### src/rtl/uart_reg_assembler_if.sv
// Byte-stream input and assembled-register output bundle for uart_reg_assembler.
// The slave side is the assembler; the master side feeds bytes and watches results.
interface uart_reg_assembler_if;
  logic [7:0]  rx_data;
  logic        rx_valid;
  logic [31:0] uart_reg;
  logic        uart_ready;
  logic        frame_err;
  logic [7:0]  err_cnt;

  modport master (
    output rx_data, rx_valid,
    input  uart_reg, uart_ready, frame_err, err_cnt
  );

  modport slave (
    input  rx_data, rx_valid,
    output uart_reg, uart_ready, frame_err, err_cnt
  );
endinterface

### src/rtl/uart_reg_assembler.sv
// Assembles HEADER + 4 payload bytes + XOR checksum frames into a 32-bit register,
// flagging checksum failures and inter-byte timeouts with a saturating error count.
module uart_reg_assembler #(
  parameter logic [7:0]  HEADER  = 8'hA5,
  parameter logic [31:0] TIMEOUT = 32'd100000
) (
  input logic                 clk,
  input logic                 rst,
  uart_reg_assembler_if.slave bus
);

  typedef enum logic [1:0] {S_HUNT, S_DATA, S_CHECK} state_t;

  state_t      state;
  logic [31:0] shift_reg;
  logic [7:0]  xor_acc;
  logic [1:0]  byte_cnt;
  logic [31:0] timer;
  logic [31:0] uart_reg_q;
  logic        uart_ready_q;
  logic        frame_err_q;
  logic [7:0]  err_cnt_q;
  logic        timer_expired;

  // timer counts idle cycles after the first one, so the error pulse lands
  // exactly TIMEOUT cycles after the last accepted strobe
  assign timer_expired = !bus.rx_valid && (timer == TIMEOUT - 32'd2);

  assign bus.uart_reg   = uart_reg_q;
  assign bus.uart_ready = uart_ready_q;
  assign bus.frame_err  = frame_err_q;
  assign bus.err_cnt    = err_cnt_q;

  function automatic logic [7:0] sat_inc(input logic [7:0] v);
    return (v == 8'hFF) ? v : v + 8'd1;
  endfunction

  always_ff @(posedge clk or posedge rst) begin
    if (rst) begin
      state        <= S_HUNT;
      shift_reg    <= 32'h0;
      xor_acc      <= 8'h0;
      byte_cnt     <= 2'd0;
      timer        <= 32'h0;
      uart_reg_q   <= 32'h0;
      uart_ready_q <= 1'b0;
      frame_err_q  <= 1'b0;
      err_cnt_q    <= 8'h0;
    end else begin
      uart_ready_q <= 1'b0;
      frame_err_q  <= 1'b0;
      case (state)
        S_HUNT: begin
          timer <= 32'h0;
          if (bus.rx_valid && bus.rx_data == HEADER) begin
            state    <= S_DATA;
            byte_cnt <= 2'd0;
            xor_acc  <= 8'h0;
          end
        end
        S_DATA: begin
          if (bus.rx_valid) begin
            shift_reg <= {shift_reg[23:0], bus.rx_data};
            xor_acc   <= xor_acc ^ bus.rx_data;
            byte_cnt  <= byte_cnt + 2'd1;
            timer     <= 32'h0;
            if (byte_cnt == 2'd3) state <= S_CHECK;
          end else if (timer_expired) begin
            frame_err_q <= 1'b1;
            err_cnt_q   <= sat_inc(err_cnt_q);
            timer       <= 32'h0;
            state       <= S_HUNT;
          end else begin
            timer <= timer + 32'd1;
          end
        end
        S_CHECK: begin
          if (bus.rx_valid) begin
            timer <= 32'h0;
            state <= S_HUNT;
            if (bus.rx_data == xor_acc) begin
              uart_reg_q   <= shift_reg;
              uart_ready_q <= 1'b1;
            end else begin
              frame_err_q <= 1'b1;
              err_cnt_q   <= sat_inc(err_cnt_q);
            end
          end else if (timer_expired) begin
            frame_err_q <= 1'b1;
            err_cnt_q   <= sat_inc(err_cnt_q);
            timer       <= 32'h0;
            state       <= S_HUNT;
          end else begin
            timer <= timer + 32'd1;
          end
        end
        default: state <= S_HUNT;
      endcase
    end
  end

endmodule

### src/flat_wrapper.sv
// flat-port wrapper written by rule: the top's interface ports become plain ports
module uart_reg_assembler_flat 
#(
  parameter logic [7:0]  HEADER  = 8'hA5,
  parameter logic [31:0] TIMEOUT = 32'd100000
)
  (clk, rst, bus_rx_data, bus_rx_valid, bus_uart_reg, bus_uart_ready, bus_frame_err, bus_err_cnt);
  uart_reg_assembler_if bus_i ();
  input logic clk;
  input logic rst;
  input wire logic [$bits(bus_i.rx_data)-1:0] bus_rx_data;
  input wire logic [$bits(bus_i.rx_valid)-1:0] bus_rx_valid;
  output wire logic [$bits(bus_i.uart_reg)-1:0] bus_uart_reg;
  output wire logic [$bits(bus_i.uart_ready)-1:0] bus_uart_ready;
  output wire logic [$bits(bus_i.frame_err)-1:0] bus_frame_err;
  output wire logic [$bits(bus_i.err_cnt)-1:0] bus_err_cnt;
  assign bus_i.rx_data = bus_rx_data;
  assign bus_i.rx_valid = bus_rx_valid;
  assign bus_uart_reg = bus_i.uart_reg;
  assign bus_uart_ready = bus_i.uart_ready;
  assign bus_frame_err = bus_i.frame_err;
  assign bus_err_cnt = bus_i.err_cnt;
  uart_reg_assembler #(.HEADER(HEADER), .TIMEOUT(TIMEOUT)) u_core (.clk(clk), .rst(rst), .bus(bus_i));
endmodule
### config.mk
export PLATFORM = sky130hd
export DESIGN_NAME = uart_reg_assembler_flat
export DESIGN_NICKNAME = d
export VERILOG_FILES = /design/src/rtl/uart_reg_assembler_if.sv /design/src/rtl/uart_reg_assembler.sv /design/src/flat_wrapper.sv
export SDC_FILE = /design/constraint.sdc
export NUM_CORES = 1
export LEC_CHECK = 0
export BUFFER_PORTS_ARGS = -buffer_cell sky130_fd_sc_hd__clkbuf_2
export CAP_MARGIN = 10
export CORE_MARGIN = 2
export CORE_UTILIZATION = 59
export DETAILED_ROUTE_END_ITERATION = 10
export GPL_ROUTABILITY_DRIVEN = 0
export PLACE_DENSITY = 0.79
export REMOVE_ABC_BUFFERS = 1
export SLEW_MARGIN = 20
export SYNTH_ARGS = -nofsm -noshare
export SYNTH_HDL_FRONTEND = slang
export SYNTH_SLANG_ARGS = --single-unit
### constraint.sdc
create_clock -name clk -period 4 [get_ports clk]
set_input_delay 0 -clock clk [delete_from_list [all_inputs] [get_ports clk]]
set_output_delay 0 -clock clk [all_outputs]
set_load 0.005 [all_outputs]
After elaboration in Yosys (flattened, before gate mapping)
Cells that the tools add are included.
Word-level totals
  bits in registers: 118
  input port bits: 11
  word-level logic and storage cells: 67
Operators by class
  $add $sub $neg: 3
  equality and inequality tests: 12
  mux-type cells: 29
  bitwise operators: 1
  reductions and logical operators: 13
Operator list (count)
  2-to-1 mux 32 bit: 2
  one-hot mux 32 bit (2 select lines): 1
  2-to-1 mux 8 bit: 7
  adder 32 x 1 -> 32 bit, second input constant: 1
  == test 32 x 17 -> 1 bit, second input constant: 1
  one-hot mux 8 bit (2 select lines): 2
  == test 8 bit, second input constant: 2
  2-to-1 mux 2 bit: 7
  AND reduction 3 bit: 3
  adder 8 x 1 -> 8 bit, second input constant: 1
  == test 8 bit: 1
  bitwise XOR 8 bit: 1
  2-to-1 mux 1 bit: 7
  one-hot mux 2 bit (3 select lines): 1
  nonzero test 2 bit: 3
  == test 2 bit, second input constant: 2
  inequality test 2 bit, second input constant: 2
  one-hot mux 2 bit (2 select lines): 1
  AND reduction 2 bit: 2
  inequality test 3 x 2 -> 1 bit, second input constant: 1
  inequality test 3 bit, second input constant: 1
  adder 2 x 1 -> 2 bit, second input constant: 1
  == test 2 x 1 -> 1 bit, second input constant: 1
  logical AND 1 bit: 2
  other kinds (5): 5

Longest topological paths before layout
  word-level depth: 5
  mapped depth: 8
  depth with buffers taken out: 7

Least setup slack after synthesis
No wires, ideal clock.
  path type: reg2reg
  from: register u_core.state[0]
  to: register u_core.timer[30]
  library setup time: 0.078 ns
  arrival: 1.806 ns
  required time: 3.922 ns
  slack: 2.116 ns
  cell stages (with the launch flop): 7
  path buffers: 0
  period minus slack after synthesis: 1.884 ns
  cell sequence: dfrtp_1 ha_1 nand3b_1 nor3_4 nand4_1 or3_1 a21oi_1
Between the ends
  cells in the longest elaborated chain, start to end: 3
  elaborated cells between the ends (all ways): 6
  those cells by class: 2 x eq/ne; 1 x mux; 3 x reduce/logical
Ends and longest elaborated chain
  start: declaration: RTL line uart_reg_assembler.sv:14  | state_t state;
  start signal: assignment: RTL line uart_reg_assembler.sv:40  | state <= S_HUNT;
  start signal: assignment: RTL line uart_reg_assembler.sv:56  | state <= S_DATA;
  start signal: assignment: RTL line uart_reg_assembler.sv:67  | if (byte_cnt == 2'd3) state <= S_CHECK;
  == test 2 x 1 -> 1 bit / == test 2 bit (equally long branches): RTL line uart_reg_assembler.sv:52  | case (state)
  OR reduction 2 bit (no line)
  one-hot mux 32 bit (2 select lines) / nonzero test 2 bit (equally long branches)
  end signal: assignment: RTL line uart_reg_assembler.sv:74  | timer <= timer + 32'd1;
  end signal: assignment: RTL line uart_reg_assembler.sv:94  | timer <= timer + 32'd1;
  end: declaration: RTL line uart_reg_assembler.sv:18  | logic [31:0] timer;
Several ways; a longest one is shown, not always the timed one.
A chain may end at the register's enable or synchronous reset.

Worst setup path in the final report
  from: register u_core.state[0]
  to: register u_core.timer[26]
Same word-level chain as after synthesis.

==> impl_metrics.ini <==
[critical_path]
crit_end = u_core.timer[26]
crit_chain = ha_1 > nand3b_1 > nor3_4 > nand4_1 > or3_1 > a21oi_1
reg2regPathDepth = 6
start_kind = flip-flop
crit_slowest_cell = ha_1
worst_ep_required_time_ps = 4440
critical-path-max-stage-delay_ps = 480
cp.arrival_ps = 2930
cp_max_fo = 21
cp.depth = 6
critPathBufInv = 0
cp_top_family = simple AND/OR/NAND/NOR gates
startpoint = u_core.state[0]
r2r_slack_ps = 1520
timing.rr.start = u_core.state[0]
reg2reg_to = u_core.timer[26]
path_class = flip-flop to flip-flop
cp-end-kind = flip-flop

[layout]
synthToLayoutAreaGrowth_pct = 18.6
drive_gt1_share_pct = 31.3
fill_cells = 606
stdcell_area_um2 = 6560
final_nets = 552
antenna-diode-count = 0

[worst_hold_path]
holdPathStages = 4
hold_path_class = primary input to flip-flop

[pwr]
peakVddDrop_v = 0.000280
cellLeakagePower_nw = 3.04
pwr_density_cell_nw_per_um2 = 581

[place]
place_hpwl_um = 7520
portBuffers = 52
placed_area_um2 = 5870

[synthesis]
synth_edf_count = 0
synth.avg_cell_area_um2 = 11.9
postSynthCellCount = 463
synth-main-ff-cell = dfrtp_1
synth.cell_area_um2 = 5530
ys_ff_latch = 118
async_flop_share_pct = 100
seq_area_frac_synth_pct = 53.4
synth_warnings = 0
ys_types = 58

[floorplan]
fp.dieH_um = 101
fp.dieW_um = 101
fp-row-count = 35
die_area_um2 = 10200
pin_count = 53
start_util_pct = 60.4
core_area_um2 = 9150

[detailed_routing]
post_drt_wl_per_cell_um = 17.9
num_vias = 3962
drc = 0
drt_pass1_iterations = 5
initialDrtViolationCount = 210
via_per_inst = 6.03
drt_wl_total_um = 11800
ant_nets = 0

[timing]
fin_worst_hold_slack_ps = 56.0
slew_violations = 0
period_share_pct = 62.1
setup_tns_ps = 0
clock.fmax_mhz = 403
rsz0062_at_grt = no
worst_slew_pin_slew_ps = 1040
clock_skew_ps = 7.46
hold_viol = 0
setup_viol = 0
period_needed_ps = 2480
slew-limit-headroom_pct = 30.2

[clocking]
cts-root-buf = clkbuf_8
cts_tree = done
numCtsBuffers = 17
clock-sinks = 118
clockBufferDepth = 2
cts-resized-gates = 0
clock_latency_ps = 520
clk_pin_slew_ps = 60
h-tree-depth = 4

[global_route]
grt_pass1_vias = 4096
grt_overflow = 0
grt_pass1_wl_um = 20100
grt_use_total_pct = 25.5
antenna_found_initial = 0
grt_max_degree = 81

[run_status]
outcome = finished, final reports clean

[job]
drv_cap = 0
repair_timing:
| item | CTS | global route |
|---|---|---|
| buffers inserted | 0 | 0 |
| endpoints found under the hold margin | 95 | 0 |
| hold buffers | 9 | 0 |
Yosys cell counts (5+ instances only):
| master | n | share of area (%) |
|---|---|---|
| nand2_1 | 26 | 1.8 |
| nand4_1 | 17 | 1.9 |
| o21ai_0 | 22 | 2.0 |
| a22o_1 | 5 | 0.79 |
| a21oi_1 | 9 | 0.81 |
| xnor2_1 | 18 | 2.9 |
| ha_1 | 8 | 1.8 |
| xor2_1 | 13 | 2.1 |
| mux2_2 | 62 | 13 |
| dfrtp_1 | 118 | 53 |
| mux2i_1 | 7 | 1.3 |
| inv_1 | 11 | 0.75 |
| nand3_1 | 20 | 1.8 |
| buf_1 | 5 | 0.34 |
| nor3_1 | 10 | 0.91 |
| or3_1 | 5 | 0.57 |
| nor2_1 | 33 | 2.2 |
| and3_1 | 6 | 0.68 |
worst min-delay path: stages:
cell	delay [ps]
clkbuf_2	140
o21bai_1	160
nor3_1	60
o21a_1	170
kinds of logic after synthesis:
family / Yosys count / synth area share, %
and+or+nand+nor: 149 / 15.4
DFF: 118 / 53.4
muxes: 73 / 14.8
AOI/OAI and AO/OA: 58 / 7.33
xor gates and xnor gates: 31 / 4.91
buffers and inverters: 26 / 2.40
adders and majority gates: 8 / 1.81
layout by cell type, fill, tap and decap left out, types with 3 or more instances in the layout:
cell,count
dlygate4sd3_1,9
xor2_1,13
nor3_1,10
a21o_1,3
nand4_1,17
mux2_1,3
buf_4,4
xnor2_1,18
o21ai_0,22
clkbuf_2,52
nand2_1,26
and4_1,3
mux2_2,62
ha_1,8
and2_1,3
nor2b_1,3
and3_1,6
clkbuf_16,16
a22o_1,5
inv_1,10
a21oi_1,9
or3_1,5
nand3_1,20
clkinv_4,3
o2111ai_1,3
dfrtp_1,118
inv_6,6
mux2i_1,7
nor2_1,33
metrics by stage:
step	cells	utilization (%)	total power [mW]	worst slack, ps
after floorplan	449	-	2.08	871
after global placement	616	64.2	2.22	1580
after detailed placement	616	64.2	2.28	1520
after CTS	657	71.6	3.82	1510
after global routing	657	71.6	3.99	1340
final	657	71.6	3.81	1520
final cells by class:
| class | count | area, um^2 | area share [%] |
|---|---|---|---|
| Multi-Input combinational cell | 319 | 2440 | 37.3 |
| Clock buffer | 18 | 428 | 6.53 |
| Sequential cell | 118 | 2950 | 45.0 |
| Clock inverter | 14 | 165 | 2.52 |
| Tap cell | 111 | 139 | 2.12 |
| Inverter | 12 | 47.5 | 0.725 |
| Timing Repair Buffer | 65 | 380 | 5.80 |
layer usage:
metal  vias up  global-route usage (%)  share of wire, %
met3        30                    6.10               3.7
met4         0                    10.4               2.2
met5         -                       0                 0
met2       113                    41.9                50
li1       1812                       -                 -
met1      2007                    32.7                44
power breakdown:
group / total, mW / leakage [nW] / switching, mW / internal, mW
combinational: 0.689 / 1.18 / 0.357 / 0.333
clock: 1.51 / 0.286 / 0.588 / 0.921
sequential: 1.61 / 1.57 / 0.186 / 1.42
total: 3.81 / 3.04 / 1.13 / 2.68
how the worst min path moves through the flow:
stage                              start                    end  slack, ps
after floorplan           bus_rx_data[1]      u_core.xor_acc[1]        140
after global placement               rst  u_core.bus.err_cnt[1]        260
after detailed placement             rst  u_core.bus.err_cnt[1]        270
after CTS                   bus_rx_valid   u_core.bus.frame_err         20
after global routing        bus_rx_valid   u_core.bus.frame_err         60
final                       bus_rx_valid   u_core.bus.frame_err         60
Power figures use the tool's default switching activity.
